==> src/rtl/mtl_scan_timing.sv <==
// Raster timing generator and output alignment for the MTL 800x480 panel.
// Produces live x/y counters for the renderers and re-aligns sync/DE to the renderer RGB.
module mtl_scan_timing #(
    parameter int H_ACTIVE = 800,
    parameter int H_FP     = 40,
    parameter int H_SYNC   = 48,
    parameter int H_BP     = 168,
    parameter int V_ACTIVE = 480,
    parameter int V_FP     = 13,
    parameter int V_SYNC   = 3,
    parameter int V_BP     = 29,
    parameter int PIPE_DLY = 2
) (
    input  logic        clk,
    input  logic        reset,
    input  logic        run,
    output logic [10:0] x_cnt,
    output logic [9:0]  y_cnt,
    output logic        frame_start,
    output logic [7:0]  frame_cnt,
    input  logic [7:0]  red_in,
    input  logic [7:0]  green_in,
    input  logic [7:0]  blue_in,
    output logic        hsync_n,
    output logic        vsync_n,
    output logic        de,
    output logic [7:0]  red,
    output logic [7:0]  green,
    output logic [7:0]  blue
);

    localparam int H_TOTAL = H_ACTIVE + H_FP + H_SYNC + H_BP;
    localparam int V_TOTAL = V_ACTIVE + V_FP + V_SYNC + V_BP;

    localparam logic [10:0] H_LAST   = 11'(H_TOTAL - 1);
    localparam logic [10:0] H_ACT_W  = 11'(H_ACTIVE);
    localparam logic [10:0] HS_START = 11'(H_ACTIVE + H_FP);
    localparam logic [10:0] HS_END   = 11'(H_ACTIVE + H_FP + H_SYNC);
    localparam logic [9:0]  V_LAST   = 10'(V_TOTAL - 1);
    localparam logic [9:0]  V_ACT_W  = 10'(V_ACTIVE);
    localparam logic [9:0]  VS_START = 10'(V_ACTIVE + V_FP);
    localparam logic [9:0]  VS_END   = 10'(V_ACTIVE + V_FP + V_SYNC);

    typedef enum logic [1:0] {
        IDLE = 2'd0,
        RUN  = 2'd1,
        STOP = 2'd2
    } state_t;

    state_t      state_reg, state_next;
    logic [10:0] x_cnt_reg, x_next;
    logic [9:0]  y_cnt_reg, y_next;
    logic [7:0]  frame_cnt_reg, frame_next;

    logic line_end, frame_end, scanning;
    logic de_raw, hs_raw, vs_raw;

    assign line_end  = (x_cnt_reg == H_LAST);
    assign frame_end = line_end && (y_cnt_reg == V_LAST);
    assign scanning  = (state_reg != IDLE);

    always_comb begin
        state_next = state_reg;
        x_next     = x_cnt_reg;
        y_next     = y_cnt_reg;
        frame_next = frame_cnt_reg;
        case (state_reg)
            IDLE: begin
                x_next = '0;
                y_next = '0;
                if (run) begin
                    state_next = RUN;
                end
            end
            RUN, STOP: begin
                if (line_end) begin
                    x_next = '0;
                    if (frame_end) begin
                        y_next     = '0;
                        frame_next = frame_cnt_reg + 8'd1;
                    end else begin
                        y_next = y_cnt_reg + 10'd1;
                    end
                end else begin
                    x_next = x_cnt_reg + 11'd1;
                end
                // A stop request only takes effect once the frame has been fully scanned.
                if (state_reg == RUN) begin
                    if (!run) begin
                        state_next = STOP;
                    end
                end else if (run) begin
                    state_next = RUN;
                end else if (frame_end) begin
                    state_next = IDLE;
                end
            end
            default: begin
                state_next = IDLE;
                x_next     = '0;
                y_next     = '0;
            end
        endcase
    end

    always_ff @(posedge clk or posedge reset) begin
        if (reset) begin
            state_reg     <= IDLE;
            x_cnt_reg     <= '0;
            y_cnt_reg     <= '0;
            frame_cnt_reg <= '0;
        end else begin
            state_reg     <= state_next;
            x_cnt_reg     <= x_next;
            y_cnt_reg     <= y_next;
            frame_cnt_reg <= frame_next;
        end
    end

    assign x_cnt       = x_cnt_reg;
    assign y_cnt       = y_cnt_reg;
    assign frame_cnt   = frame_cnt_reg;
    assign frame_start = (state_reg == RUN) && (x_cnt_reg == '0) && (y_cnt_reg == '0);

    assign de_raw = scanning && (x_cnt_reg < H_ACT_W) && (y_cnt_reg < V_ACT_W);
    assign hs_raw = scanning && (x_cnt_reg >= HS_START) && (x_cnt_reg < HS_END);
    assign vs_raw = scanning && (y_cnt_reg >= VS_START) && (y_cnt_reg < VS_END);

    // Delay line matching the renderer latency; stage PIPE_DLY-1 lines up with red_in/green_in/blue_in.
    logic [PIPE_DLY-1:0] de_pipe_reg, hs_pipe_reg, vs_pipe_reg;

    genvar gi;
    generate
        for (gi = 0; gi < PIPE_DLY; gi++) begin : g_dly
            if (gi == 0) begin : g_first
                always_ff @(posedge clk or posedge reset) begin
                    if (reset) begin
                        de_pipe_reg[gi] <= 1'b0;
                        hs_pipe_reg[gi] <= 1'b0;
                        vs_pipe_reg[gi] <= 1'b0;
                    end else begin
                        de_pipe_reg[gi] <= de_raw;
                        hs_pipe_reg[gi] <= hs_raw;
                        vs_pipe_reg[gi] <= vs_raw;
                    end
                end
            end else begin : g_next
                always_ff @(posedge clk or posedge reset) begin
                    if (reset) begin
                        de_pipe_reg[gi] <= 1'b0;
                        hs_pipe_reg[gi] <= 1'b0;
                        vs_pipe_reg[gi] <= 1'b0;
                    end else begin
                        de_pipe_reg[gi] <= de_pipe_reg[gi-1];
                        hs_pipe_reg[gi] <= hs_pipe_reg[gi-1];
                        vs_pipe_reg[gi] <= vs_pipe_reg[gi-1];
                    end
                end
            end
        end
    endgenerate

    logic de_d, hs_d, vs_d;
    assign de_d = de_pipe_reg[PIPE_DLY-1];
    assign hs_d = hs_pipe_reg[PIPE_DLY-1];
    assign vs_d = vs_pipe_reg[PIPE_DLY-1];

    logic       de_reg, hsync_n_reg, vsync_n_reg;
    logic [7:0] red_reg, green_reg, blue_reg;

    always_ff @(posedge clk or posedge reset) begin
        if (reset) begin
            de_reg      <= 1'b0;
            hsync_n_reg <= 1'b1;
            vsync_n_reg <= 1'b1;
            red_reg     <= '0;
            green_reg   <= '0;
            blue_reg    <= '0;
        end else begin
            de_reg      <= de_d;
            hsync_n_reg <= ~hs_d;
            vsync_n_reg <= ~vs_d;
            red_reg     <= de_d ? red_in   : 8'd0;
            green_reg   <= de_d ? green_in : 8'd0;
            blue_reg    <= de_d ? blue_in  : 8'd0;
        end
    end

    assign de      = de_reg;
    assign hsync_n = hsync_n_reg;
    assign vsync_n = vsync_n_reg;
    assign red     = red_reg;
    assign green   = green_reg;
    assign blue    = blue_reg;

endmodule

==> config.mk <==
export PLATFORM = sky130hd
export DESIGN_NAME = mtl_scan_timing
export DESIGN_NICKNAME = d
export VERILOG_FILES = /design/src/rtl/mtl_scan_timing.sv
export SDC_FILE = /design/constraint.sdc
export NUM_CORES = 1
export LEC_CHECK = 0
export CAP_MARGIN = 20
export CORE_UTILIZATION = 35
export CTS_CLUSTER_SIZE = 12
export DETAILED_ROUTE_END_ITERATION = 8
export PLACE_DENSITY = 0.73
export SYNTH_ARGS = -nofsm -noshare
export SYNTH_HDL_FRONTEND = slang
export SYNTH_SLANG_ARGS = --single-unit
export TNS_END_PERCENT = 50
==> constraint.sdc <==
create_clock -name clk -period 2.2 [get_ports clk]
set_clock_uncertainty 0.05 [all_clocks]
set_input_delay 0.33 -clock clk [delete_from_list [all_inputs] [get_ports clk]]
set_output_delay 0.33 -clock clk [all_outputs]
set_load 0.005 [all_outputs]
Word level (Yosys, flattened, before mapping)
Index checks and enable logic that the tools add are counted.
Storage, ports and cells
  register bits after elaboration: 64
  input bits: 27
  output and inout bits: 57
  logic and storage cells: 65
Cells by class
  add/sub/neg operators: 3
  magnitude comparators: 6
  equality and inequality tests: 8
  mux-type cells: 14
  bitwise gates (word level): 2
  reductions and logical operators: 16
Operator list (number)
  10-bit two-way mux: 3
  8-bit two-way mux: 3
  11-bit by 10-bit less-than comparator with 1-bit output (second input constant): 2
  11-bit two-way mux: 2
  10-bit by 9-bit less-than comparator with 1-bit output (second input constant): 2
  11-bit by 1-bit adder with 11-bit output (second input constant): 1
  11-bit == test (second input constant): 1
  11-bit by 10-bit >= comparator with 1-bit output (second input constant): 1
  11-bit logical NOT: 1
  10-bit by 1-bit adder with 10-bit output (second input constant): 1
  10-bit == test (second input constant): 1
  10-bit by 9-bit >= comparator with 1-bit output (second input constant): 1
  10-bit logical NOT: 1
  2-bit two-way mux: 5
  1-bit logical AND: 9
  8-bit by 1-bit adder with 8-bit output (second input constant): 1
  3-bit AND reduction: 2
  2-bit inequality test (second input constant): 2
  4-bit inequality test (second input constant): 1
  2-bit case mux with 2 select lines: 1
  3-bit inequality test (second input constant): 1
  2-bit by 1-bit == test with 1-bit output (second input constant): 1
  2-bit == test (second input constant): 1
  2-bit logical NOT: 1
  3 further kinds: 4

Logic depth before layout (Yosys ltp)
  word-level depth: 6
  gate-level depth with buffers: 8
  depth with buffers taken out: 7

Worst setup path before layout
OpenSTA, ideal clock, no wires.
  path type: flip-flop to flip-flop
  start: register x_cnt_reg[5], in the netlist x_cnt[5]
  end: register state_reg[1]
  library setup time: 0.126 ns
  data arrival time: 2.246 ns
  data required time: 2.024 ns
  slack: -0.222 ns
  stages on the path, launching flop included: 6
  buffers on the path: 0
  period minus slack after synthesis: 2.422 ns
  cell sequence: dfrtp_1 or3_4 or4_4 or3_4 a21o_1 a221o_1
On the way
  cells in the longest elaborated chain, start to end: 4
Ends and longest elaborated chain
  start, declared: line 51  | logic [10:0] x_cnt_reg, x_next;
  start signal, assigned: line 114  | x_cnt_reg <= x_next;
  11-bit == test: line 58  | assign line_end = (x_cnt_reg == H_LAST);
  1-bit logical AND: line 59  | assign frame_end = line_end && (y_cnt_reg == V_LAST);
  4-bit inequality test (no source line)
  3-bit AND reduction (no source line)
  end signal, assigned: line 113  | state_reg <= state_next;
  end, declared: line 50  | state_t state_reg, state_next;
Every way passes these cells.
A chain may end at the register's enable or synchronous reset.

Worst setup path in the final report
  start: register x_cnt_reg[7], in the netlist x_cnt[7]
  end: register state_reg[1]
Same word-level chain as after synthesis.

==> flow_summary.yaml <==
min_path:
  hold_class: "flip-flop to flip-flop"
  min_path_cells: 1
  min_to: "hsync_n"
  worstHoldStart: "hs_d"
finish:
  n_antenna_cell: 0
  drive_gt1_frac: 0.171
  largest_reg_flops: 11
  nets: 407
  syn2layout_area_growth_pct: 51.5
clock_tree:
  tritoncts: "yes"
  clkLatencyLatePin_ns: 0.33
  clockRootBuffer: "clkbuf_8"
  h-tree-depth: 3
  numCtsBuffers: 9
  clock_sinks: 64
  clk_pin_slew_worst_paths_ns: 0.07
  holdBufCountCts: 0
  clockBufferDepth: 2
global_route:
  grt_max_degree: 65
  first_global_vias: 2194
  grt_usage: 0.158
  grt_pass1_wl_um: 10200
  overflow: 0
  antenna_found_initial: 0
die:
  start_util: 0.361
  die_w_um: 91.3
  rows: 32
  core_area_mm2: 0.00773
  pin_count: 84
  die_area_mm2: 0.00833
  dieHeight_um: 91.3
worst_setup_path:
  cp.arrival_ns: 2.69
  crit_slowest_cell: "or4_4"
  crit_start: "x_cnt[7]"
  cp_max_fo: 7
  start_kind: "flip-flop"
  crit_path_end_kind: "flip-flop"
  r2r_end: "state_reg[1]"
  cp_cell_sequence: "or3_4 > or4_4 > buf_6 > or3_4 > a21o_1 > a221o_1"
  worstRegToRegCells: 6
  rr_startpoint: "x_cnt[7]"
  slowest_delay_ns: 0.56
  r2r_slack_ns: -0.32
  worst-setup-path-type: "flip-flop to flip-flop"
  timing.critical_path.mode_cell: "or3_4"
  required_ns: 2.36
timing:
  hold_viol: 0
  grt_setup_unrepaired: "yes"
  fin_crit_ns: 2.52
  setup_viol: 21
  tightest_slew_ns: 0.521
  fmax_mhz: 396
  finalCritPeriodShare: 1.15
  drv_slew: 0
  slew_headroom: 0.652
  setup_ws_ns: -0.324
  fin_hold_ws_ns: 0.300
outcome:
  status: "finished, violations left"
  violations: "negative setup slack"
synth:
  synth_area_leaders: "dfrtp_1, and2_1, ha_1"
  synth_cell_types: 41
  synth-edff-count: 0
  yosysWarningCount: 0
  synthFlopType: "dfrtp_1"
  syn_area_mm2: 0.00279
  synth_top_area_share: 0.556
  ys_async_sr_fraction: 1.00
  synth_top_area_cell: "dfrtp_1"
  ys_seq_area_frac: 0.575
  avgSynthCellArea_um2: 11.2
  netlist_instances: 250
  synth-seq-cells: 64
  synth_fp_nets: 288
power:
  switching_share: 0.286
  seqPwrFrac: 0.403
  p_per_area_mw_per_mm2: 870
  p_clk_frac: 0.300
  power_mw: 3.68
  p_switching_mw: 1.05
  p_leak_nw: 1.96
  pwr-share-comb: 0.297
  peakVddDrop_uv: 310
  power.internal_mw: 2.63
detailed_routing:
  ant_nets: 0
  drcViolationCount: 0
  postRouteWirelength_um: 6140
  drtPass1Iterations: 4
  wl_per_cell_um: 12.9
  drt_iter0_markers: 83
  via_per_inst: 4.62
  num_vias: 2198
flow_run:
  max_cap_violations: 0
placed_design:
  port_buffers: 83
  dp_hpwl_um: 4390
  gp_congestion: 0.843
==> through the flow <==
stage / instances / TNS, ns / util / instance area [um2] / setup slack [ns]
6_report: 476 / -4.46 / 0.547 / 4230 / -0.324
5_1_grt: 476 / -5.82 / 0.547 / 4230 / -0.376
4_1_cts: 474 / -6.19 / 0.544 / 4200 / -0.429
3_5_place_dp: 454 / -1.38 / 0.509 / 3930 / -0.174
3_3_place_gp: 454 / -0.749 / 0.509 / 3930 / -0.132
2_1_floorplan: 250 / -0.517 / - / 2800 / -0.151
==> area by class of cell <==
class | instances | area, um2
clock buffers | 11 | 141
clock inverters | 5 | 80.1
fillers | 666 | 3500
inverters | 11 | 41.3
multi-input cells | 168 | 1140
flip-flops and latches | 64 | 1610
well taps | 102 | 128
repair buffers | 115 | 1090
==> cell families after synthesis <==
family                     Yosys count  share of synthesized area
AOI/OAI and AO/OA                   17                     0.0426
xor gates and xnor gates            21                     0.0660
adders and majority gates           11                     0.0493
buffers and inverters               18                     0.0269
DFF                                 64                      0.575
muxes                                1                    0.00404
and+or+nand+nor                    118                      0.236
==> routing by layer <==
| metal | wire length (um) | GRT usage | vias up | share of wire |
|---|---|---|---|---|
| met2 | 2940 | 0.257 | 79 | 0.48 |
| li1 | - | - | 1077 | - |
| met3 | 370 | 0.0385 | 8 | 0.060 |
| met4 | 70 | 0.0728 | 0 | 0.011 |
| met5 | 0 | 0 | - | 0 |
| met1 | 2760 | 0.197 | 1034 | 0.45 |
==> worst max path at each step <==
stage                    to  slack [ns]
2_1_floorplan  state_reg[1]       -0.15
3_3_place_gp   state_reg[1]       -0.13
3_5_place_dp   state_reg[1]       -0.17
4_1_cts        state_reg[1]       -0.43
5_1_grt        state_reg[1]       -0.38
6_report       state_reg[1]       -0.32
==> power by group through the flow <==
stage                     Combinational [mW]  Sequential [mW]  Clock (mW)
after floorplan                        0.513             1.49           0
after global placement                  1.06             1.50           0
after detailed placement                1.09             1.51           0
after CTS                               1.10             1.49        1.14
after global routing                    1.19             1.52        1.19
final                                   1.09             1.48        1.10
==> worst max-delay path, delay by kind of cell (launching register included) <==
kind | cells | cell delay [ns]
AO/OA/AOI/OAI | 2 | 0.46
buffers and inverters | 1 | 0.13
flip-flops | 1 | 0.39
AND/OR/NAND/NOR | 3 | 1.38
==> cell usage after synthesis, types with 2 or more instances <==
cell type and number:
or3_1 3, xor2_1 15, or3_4 2, nor3_1 6
o21a_1 2, nor4_1 2, a21oi_1 3, and2_1 26
o21ai_0 2, ha_1 11, xnor2_1 6, nand3_1 8
nor3_4 2, and3_1 5, nor2_1 27, dfstp_2 2
a21boi_1 2, inv_1 11, nand4_1 8, nand2b_1 2
clkbuf_1 6, dfrtp_1 62, nand2_1 19
==> cells in the final DEF, fill, tap and decap left out, types with 2 or more instances in the layout <==
cell type,Yosys,final
inv_1,11,10
a21oi_1,3,3
buf_4,0,28
nor2_1,27,24
nand3_1,8,8
nand2b_1,2,2
a21boi_1,2,2
o21a_1,2,2
dfrtp_1,62,61
nor2_2,0,3
clkinvlp_4,0,2
and2_1,26,26
and3_1,5,5
nand2_1,19,18
dfstp_2,2,2
xor2_1,15,15
or3_1,3,3
bufinv_16,0,2
nor3_4,2,3
clkbuf_8,0,10
nor4_1,2,2
o21ai_0,2,2
nor3_1,6,6
ha_1,11,11
xnor2_1,6,6
clkdlybuf4s50_1,0,82
or3_4,2,2
nand4_1,8,8
buf_6,1,3
==> what timing repair did <==
item	4_1_cts	5_1_grt
hold endpoints to repair	0	0
buffers inserted	4	2
pin swaps	7	4
gates resized for setup	8	3
setup endpoints to repair	17	21
(Power assumes the default switching activity.)
